## config.mk

```make
export PLATFORM = sky130hd
export DESIGN_NAME = clk_gate_ctrl_flat
export DESIGN_NICKNAME = d
export VERILOG_FILES = /design/src/rtl/clk_gate_pkg.sv /design/src/rtl/clk_gate_ctrl_if.sv /design/src/rtl/clk_gate_cell.sv /design/src/rtl/clk_gate_ctrl.sv /design/src/flat_wrapper.sv
export SDC_FILE = /design/constraint.sdc
export NUM_CORES = 1
export LEC_CHECK = 0
export CORE_UTILIZATION = 55
export DETAILED_ROUTE_END_ITERATION = 10
export GPL_TIMING_DRIVEN = 0
export PLACE_DENSITY_LB_ADDON = 0.15
export SETUP_SLACK_MARGIN = 0.15
export SLEW_MARGIN = 20
export SYNTH_ARGS = -nofsm -noshare
export SYNTH_HDL_FRONTEND = slang
export SYNTH_SLANG_ARGS = --single-unit
```

## constraint.sdc

```tcl
create_clock -name clk -period 2.86 [get_ports clk]
set_input_delay 0.429 -clock clk [delete_from_list [all_inputs] [get_ports clk]]
set_output_delay 0.429 -clock clk [all_outputs]
set_load 0.01 [all_outputs]
```

## src/rtl/clk_gate_pkg.sv

```systemverilog
// Shared types and helpers for the multi-channel clock-gating controller.
package clk_gate_pkg;

    localparam int MAX_CH = 16;

    typedef enum logic [1:0] {
        ST_OFF  = 2'd0,
        ST_WAKE = 2'd1,
        ST_ON   = 2'd2,
        ST_HOLD = 2'd3
    } ch_state_e;

    // Counter must hold the larger of the two reload values (IDLE-1, WAKE-1).
    function automatic int cnt_width(input int idle, input int wake);
        int m;
        m = (idle > wake) ? idle : wake;
        return $clog2(m + 1);
    endfunction

    // Number of set bits in a (zero-extended) channel vector.
    function automatic logic [4:0] popcount16(input logic [15:0] v);
        logic [4:0] c;
        c = 5'd0;
        for (int k = 0; k < 16; k++) begin
            c = c + {4'd0, v[k]};
        end
        return c;
    endfunction

endpackage

```

## src/rtl/clk_gate_ctrl_if.sv

```systemverilog
// Request/acknowledge bundle between the system controller and the gating block.
interface clk_gate_ctrl_if #(
    parameter int NUM_CH = 4
);
    logic                         test_en;
    logic [NUM_CH-1:0]            ch_req;
    logic [NUM_CH-1:0]            ch_act;
    logic [NUM_CH-1:0]            gated_clk;
    logic [NUM_CH-1:0]            ch_ack;
    logic [NUM_CH-1:0]            ch_en;
    logic [$clog2(NUM_CH+1)-1:0]  on_count;

    modport master (
        output test_en, ch_req, ch_act,
        input  gated_clk, ch_ack, ch_en, on_count
    );

    modport slave (
        input  test_en, ch_req, ch_act,
        output gated_clk, ch_ack, ch_en, on_count
    );
endinterface

```

## src/rtl/clk_gate_cell.sv

```systemverilog
// Glitch-free clock gate: low-phase transparent latch followed by an AND.
// Synthesis maps this onto an integrated clock-gating cell.
module clk_gate_cell (
    input  logic clk,
    input  logic clk_en,
    input  logic test_en,
    output logic gated_clk
);
    logic latch_q;

    // Enable may only change while clk is low, so the AND never sees a partial pulse.
    always_latch begin
        if (!clk) begin
            latch_q <= clk_en | test_en;
        end
    end

    assign gated_clk = clk & latch_q;
endmodule

```

## src/rtl/clk_gate_ctrl.sv

```systemverilog
// Multi-channel clock-gating controller: per-channel wake/settle/idle FSM,
// registered enable/ack outputs, enabled-channel count and one gate cell per channel.
module clk_gate_ctrl
    import clk_gate_pkg::*;
#(
    parameter int NUM_CH      = 4,
    parameter int IDLE_CYCLES = 8,
    parameter int WAKE_CYCLES = 2
) (
    input  logic            clk,
    input  logic            rst,
    clk_gate_ctrl_if.slave  bus
);
    localparam int CNT_W   = cnt_width(IDLE_CYCLES, WAKE_CYCLES);
    localparam int COUNT_W = $clog2(NUM_CH + 1);

    localparam logic [CNT_W-1:0] CNT_ZERO  = {CNT_W{1'b0}};
    localparam logic [CNT_W-1:0] CNT_ONE   = CNT_W'(1);
    localparam logic [CNT_W-1:0] WAKE_LOAD = CNT_W'(WAKE_CYCLES - 1);
    localparam logic [CNT_W-1:0] IDLE_LOAD = (IDLE_CYCLES > 0) ? CNT_W'(IDLE_CYCLES - 1) : CNT_ZERO;

    logic [NUM_CH-1:0]  en_s;
    logic [NUM_CH-1:0]  ack_s;
    logic [NUM_CH-1:0]  ch_en_r;
    logic [NUM_CH-1:0]  ch_ack_r;
    logic [NUM_CH-1:0]  gated_s;
    logic [COUNT_W-1:0] on_count_r;

    for (genvar i = 0; i < NUM_CH; i++) begin : g_ch
        ch_state_e        state_r;
        ch_state_e        state_s;
        logic [CNT_W-1:0] cnt_r;
        logic [CNT_W-1:0] cnt_s;
        logic             en_nxt_s;
        logic             ack_nxt_s;

        // Channel state and wake/idle counter.
        always_ff @(posedge clk or negedge rst) begin
            if (!rst) begin
                state_r <= ST_OFF;
                cnt_r   <= CNT_ZERO;
            end else begin
                state_r <= state_s;
                cnt_r   <= cnt_s;
            end
        end

        // Next state: wake on request, abort wake if request drops, idle-timeout back to off.
        always_comb begin
            state_s = state_r;
            cnt_s   = cnt_r;
            case (state_r)
                ST_OFF: begin
                    if (bus.ch_req[i]) begin
                        state_s = ST_WAKE;
                        cnt_s   = WAKE_LOAD;
                    end else begin
                        state_s = ST_OFF;
                    end
                end
                ST_WAKE: begin
                    if (!bus.ch_req[i]) begin
                        state_s = ST_OFF;
                    end else if (cnt_r == CNT_ZERO) begin
                        state_s = ST_ON;
                    end else begin
                        cnt_s = cnt_r - CNT_ONE;
                    end
                end
                ST_ON: begin
                    // Activity keeps the channel on even when the request has dropped.
                    if (!bus.ch_req[i] && !bus.ch_act[i]) begin
                        if (IDLE_CYCLES == 0) begin
                            state_s = ST_OFF;
                        end else begin
                            state_s = ST_HOLD;
                            cnt_s   = IDLE_LOAD;
                        end
                    end else begin
                        state_s = ST_ON;
                    end
                end
                ST_HOLD: begin
                    if (bus.ch_req[i] || bus.ch_act[i]) begin
                        state_s = ST_ON;
                    end else if (cnt_r == CNT_ZERO) begin
                        state_s = ST_OFF;
                    end else begin
                        cnt_s = cnt_r - CNT_ONE;
                    end
                end
                default: begin
                    state_s = ST_OFF;
                    cnt_s   = CNT_ZERO;
                end
            endcase
        end

        // Output decode of the next state; registered below so EN/ACK track the state register.
        always_comb begin
            en_nxt_s  = 1'b0;
            ack_nxt_s = 1'b0;
            case (state_s)
                ST_OFF:  begin en_nxt_s = 1'b0; ack_nxt_s = 1'b0; end
                ST_WAKE: begin en_nxt_s = 1'b1; ack_nxt_s = 1'b0; end
                ST_ON:   begin en_nxt_s = 1'b1; ack_nxt_s = 1'b1; end
                ST_HOLD: begin en_nxt_s = 1'b1; ack_nxt_s = 1'b1; end
                default: begin en_nxt_s = 1'b0; ack_nxt_s = 1'b0; end
            endcase
        end

        assign en_s[i]  = en_nxt_s;
        assign ack_s[i] = ack_nxt_s;

        clk_gate_cell u_gate (
            .clk       (clk),
            .clk_en    (ch_en_r[i]),
            .test_en   (bus.test_en),
            .gated_clk (gated_s[i])
        );
    end

    // Registered enables, acks and enabled-channel count, all updated on the same edge.
    always_ff @(posedge clk or negedge rst) begin
        if (!rst) begin
            ch_en_r    <= {NUM_CH{1'b0}};
            ch_ack_r   <= {NUM_CH{1'b0}};
            on_count_r <= {COUNT_W{1'b0}};
        end else begin
            ch_en_r    <= en_s;
            ch_ack_r   <= ack_s;
            on_count_r <= COUNT_W'(popcount16(16'(en_s)));
        end
    end

    assign bus.ch_en     = ch_en_r;
    assign bus.ch_ack    = ch_ack_r;
    assign bus.on_count  = on_count_r;
    assign bus.gated_clk = gated_s;
endmodule

```

## src/flat_wrapper.sv

```systemverilog
// flat-port wrapper written by rule: the top's interface ports become plain ports
module clk_gate_ctrl_flat import clk_gate_pkg::*;
#(
    parameter int NUM_CH      = 4,
    parameter int IDLE_CYCLES = 8,
    parameter int WAKE_CYCLES = 2
)
  (clk, rst, bus_test_en, bus_ch_req, bus_ch_act, bus_gated_clk, bus_ch_ack, bus_ch_en, bus_on_count);
  clk_gate_ctrl_if #(.NUM_CH(NUM_CH)) bus_i ();
  input  logic clk;
  input  logic rst;
  input wire logic [$bits(bus_i.test_en)-1:0] bus_test_en;
  input wire logic [$bits(bus_i.ch_req)-1:0] bus_ch_req;
  input wire logic [$bits(bus_i.ch_act)-1:0] bus_ch_act;
  output wire logic [$bits(bus_i.gated_clk)-1:0] bus_gated_clk;
  output wire logic [$bits(bus_i.ch_ack)-1:0] bus_ch_ack;
  output wire logic [$bits(bus_i.ch_en)-1:0] bus_ch_en;
  output wire logic [$bits(bus_i.on_count)-1:0] bus_on_count;
  assign bus_i.test_en = bus_test_en;
  assign bus_i.ch_req = bus_ch_req;
  assign bus_i.ch_act = bus_ch_act;
  assign bus_gated_clk = bus_i.gated_clk;
  assign bus_ch_ack = bus_i.ch_ack;
  assign bus_ch_en = bus_i.ch_en;
  assign bus_on_count = bus_i.on_count;
  clk_gate_ctrl #(.NUM_CH(NUM_CH), .IDLE_CYCLES(IDLE_CYCLES), .WAKE_CYCLES(WAKE_CYCLES)) u_core (.clk(clk), .rst(rst), .bus(bus_i));
endmodule
```

# Word-level counts from Yosys, hierarchy flattened
# Index checks and enable logic that the tools add are counted.
# classes
eq_ne,40
n_addsub,7
n_bitwise,8
n_reduce_logical,44
mux,64
# ops
operator,n
$mux W4,20
$pmux W4 S4,4
$eq A2 B2 Y1 const B,16
$mux W2,16
$pmux W2 S4,4
$ne A2 B2 Y1 const B,12
$eq A2 B1 Y1 const B,8
$logic_not A2 Y1,8
$logic_not A4 Y1,4
$pmux W1 S2,8
$reduce_and A4 Y1,4
$reduce_or A2 Y1,8
$sub A4 B1 Y4 const B,4
$mux W1,12
$reduce_or A3 Y1,4
$logic_not A1 Y1,8
$ne A2 B1 Y1 const B,4
$add A3 B1 Y3,2
$and A1 B1 Y1,4
$logic_and A1 B1 Y1,4
$logic_or A1 B1 Y1,4
$or A1 B1 Y1,4
$add A1 B1 Y2,1
# totals
latchBits,4
inputBits,11
out_inout_bits,15
reg_bits,35
wordCells,178

# Depth between registers and ports, before layout
# depth
ltp_word,10
ltp_mapped,10
mapped_depth_nobuf,10

# Modules after synthesis
# Synthesis repeated with hierarchy kept, for this count alone.
# unflattened
hier_cells,176
area_unflattened_um2,1828.0
# by_module_without_submodules
module,n_inst,cells_per_inst,area_per_inst_um2
clk_gate_ctrl,1,164,1717.9
clk_gate_cell,4,3,27.5

==> flow_summary_export.csv <==
group,metric,value,unit
outcome,outcome,"finished with violations",
outcome,violations,"negative setup slack",
clock_tree,cts_tree,"yes",
synth,ys_seq_elements,39,
floorplan,rows,21,
pwr,seq_power_share,0.338,
worst_setup_path,crit_fanout,1,
pwr,power_leakage,1.18,nW
layout,nets,256,
pwr,combPwrFrac,0.345,
grt,antenna_found_initial,0,
clock_tree,clk_latency,0.40,ns
job,drv_cap,0,
grt,grt_pass1_wl,6.78,mm
layout,fill_cells,259,
detailed_routing,drc,0,
worst_setup_path,slowest_stage,"dlxtn_2",
worst_setup_path,timing.rr.start,"u_core.g_ch[0].cnt_r[0]",
detailed_routing,ant_nets,0,
pwr,clkPwrFrac,0.316,
detailed_routing,routedWlPerCell,13.6,um
pwr,p_total,0.00273,W
floorplan,pin_count,26,
floorplan,fp.coreArea,3440,sq um
timing,layout_setup_ws,-0.117,ns
layout,synthToLayoutAreaGrowth,24.6,%
synth,synth_area_leaders,"dfrtp_1, nand2_1, inv_1",
worst_setup_path,rrSetupSlack,0.41,ns
worst_setup_path,ff2ff_path_depth,10,
layout,antenna_cells,0,
place,place_congestion,0.866,
detailed_routing,dr.pass1.iters,4,
pwr,p_sw_frac,0.343,
timing,whs,0.369,ns
synth,syn-num-nets,218,
worst_setup_path,regToRegEndpoint,"u_core.bus.on_count[1]",
detailed_routing,first_iter_violations,81,
grt,grt_max_degree,34,
grt,gr-usage-all-layers,0.233,
timing,clock_skew,0.00710,ns
worst_setup_path,critPathKind,"latch -> out",
timing,timing.setup.tns,-0.447,ns
layout,final_common_cell,"dfrtp_1",
pwr,peakVddDrop,0.491,mV
worst_setup_path,crit_path_max_incr_delay,0.40,ns
synth,syn_inst,200,
synth,synth_warnings,0,
pwr,power.density,1080,nW/um^2
worst_setup_path,crit_top_cell,"buf_6",
grt,overflow,0,
floorplan,start_util,0.591,
worst_setup_path,start_kind,"latch",
timing,rsz0062_at_grt,"yes",
place,dp_hpwl,2.60,mm
place,portBuffers,25,
synth,synth_cell_types,36,
pwr,power_switching,0.000934,W
synth,synth.top_cell.area_share,0.431,
worst_setup_path,cp_data_required_time,2.43,ns
floorplan,die_x,62.8,um
layout,layoutNonFillerInstCount,285,
layout,ff_latch_area,938,sq um
layout,drive_above_1_share,0.213,
worst_setup_path,path_buf_inv,2,
grt,grt_pass1_vias,1643,
timing,max_slew_margin,0.755,
layout,final_cell_mix,"dfrtp_1, nand2_1, inv_1",
timing,tightest_slew,0.367,ns
detailed_routing,routed_via_density,5.52,
synth,yosys.area.top_type,"dfrtp_1",
worst_setup_path,arrival,2.55,ns
place,dp.cells,272,
clock_tree,clkTransAtPathRegs,0.06,ns
timing,hold_viol,0,
pwr,internal-power,0.00179,W
layout,multi_input_area,956,sq um
worst_setup_path,cp_cell_sequence,"and2_4 -> buf_6 -> buf_6",
hold_path,min_path_type,"in -> async",
synth,post_synth.cell_area_avg,10.2,sq um
floorplan,die_h,62.8,um
worst_setup_path,cp_top_family,"latches",
timing,finalSetupViolations,8,
synth,synth_area,2030,sq um
floorplan,dieArea,3950,sq um
timing,slew_violations,0,
detailed_routing,vias,1574,
detailed_routing,drt_wl_total,3.88,mm
worst_setup_path,end_kind,"output port",
==> area by class of cell <==
| class | instances | share of cell area |
|---|---|---|
| sequential | 39 | 0.370 |
| tap | 46 | 0.0227 |
| clock buffer | 16 | 0.0711 |
| multi-input combinational | 129 | 0.377 |
| inverter | 21 | 0.0311 |
| timing repair buffer | 23 | 0.0928 |
| buffer | 11 | 0.0350 |
==> cell usage after synthesis <==
| library cell | number |
|---|---|
| and2_1 | 4 |
| and2b_2 | 1 |
| and3b_1 | 1 |
| and4b_1 | 2 |
| buf_2 | 2 |
| buf_4 | 8 |
| clkbuf_1 | 1 |
| dfrtp_1 | 35 |
| dlxtn_1 | 4 |
| fa_1 | 1 |
| ha_1 | 6 |
| inv_1 | 21 |
| mux2_1 | 1 |
| mux2_4 | 3 |
| mux2i_1 | 7 |
| nand2_1 | 22 |
| nand2b_1 | 3 |
| nand3b_1 | 1 |
| nand4b_1 | 1 |
| nand4bb_1 | 4 |
| nor2_1 | 4 |
| nor2b_1 | 8 |
| nor3_1 | 5 |
| nor3b_1 | 4 |
| nor3b_2 | 3 |
| nor3b_4 | 1 |
| nor4bb_1 | 3 |
| o211ai_1 | 6 |
| o21a_1 | 4 |
| o21ai_0 | 12 |
| o21ai_1 | 4 |
| o21ai_2 | 4 |
| o221ai_1 | 5 |
| or2_2 | 7 |
| or3_1 | 1 |
| or3b_2 | 1 |
==> worst max-delay path by stage <==
stage / startpoint / endpoint / depth (start not counted)
after floorplan: u_core.g_ch[1].u_gate.latch_q / bus_gated_clk[1] / 2
after global placement: u_core.g_ch[1].u_gate.latch_q / bus_gated_clk[1] / 3
after detailed placement: u_core.g_ch[2].u_gate.latch_q / bus_gated_clk[2] / 3
after CTS: u_core.g_ch[2].u_gate.latch_q / bus_gated_clk[2] / 3
after global routing: u_core.g_ch[3].u_gate.latch_q / bus_gated_clk[3] / 3
final: u_core.g_ch[2].u_gate.latch_q / bus_gated_clk[2] / 3
==> power groups by stage <==
stage / clock network, W / registers [W] / logic [W]
2_1_floorplan: 0.000139 / 0.000904 / 0.000631
3_3_place_gp: 0.000232 / 0.000910 / 0.000871
3_5_place_dp: 0.000232 / 0.000924 / 0.000935
4_1_cts: 0.000815 / 0.000918 / 0.000954
5_1_grt: 0.000918 / 0.000955 / 0.00106
6_report: 0.000862 / 0.000922 / 0.000942
==> repair_timing <==
| item | 4_1_cts | 5_1_grt |
|---|---|---|
| setup buffers | 0 | 0 |
| endpoints found under the hold margin | 2 | 0 |
| pin swaps | 3 | 1 |
| endpoints found under the setup margin | 8 | 8 |
| hold buffers | 1 | 0 |
| gates resized for setup | 23 | 7 |
| gates cloned | 0 | 0 |
==> flip-flops by register name (all words and copies together) (netlist names) <==
signal	count
u_core.g_ch.cnt_r	16
u_core.g_ch.state_r	8
u_core.bus.ch_ack	4
u_core.bus.ch_en	4
u_core.g_ch.u_gate.latch_q	4
u_core.bus.on_count	3
==> kinds of logic after synthesis <==
kind of cell	Yosys count	share of synthesized area
and+or+nand+nor	76	0.241
AOI/OAI and AO/OA	35	0.115
DFF	35	0.431
buffers and inverters	32	0.0750
muxes	11	0.0621
adders and majority gates	7	0.0467
latches	4	0.0295
==> stage by stage <==
step	area [sq um]	setup slack [ns]	util
3_5_place_dp	2360	-0.0790	0.685
5_1_grt	2530	-0.143	0.736
6_report	2530	-0.117	0.736
3_3_place_gp	2340	-0.0711	0.680
4_1_cts	2510	-0.131	0.731
2_1_floorplan	2030	0.423	-
==> metal layers <==
layer / part of all wire / track usage / up-vias
li1: - / - / 755
met1: 0.44 / 0.263 / 754
met2: 0.47 / 0.352 / 49
met3: 0.048 / 0.0839 / 16
met4: 0.036 / 0.192 / 0
met5: 0 / 0 / -
==> worst reg2reg max path: stages (launching register included) <==
cell       delay, ns
dfrtp_1         0.40
inv_1           0.07
ha_1            0.21
nand4bb_1       0.20
o21ai_0         0.30
nand2_1         0.13
ha_1            0.28
inv_1           0.05
fa_1            0.41
inv_1           0.07
ha_1            0.22
Power figures use the tool's default switching activity.
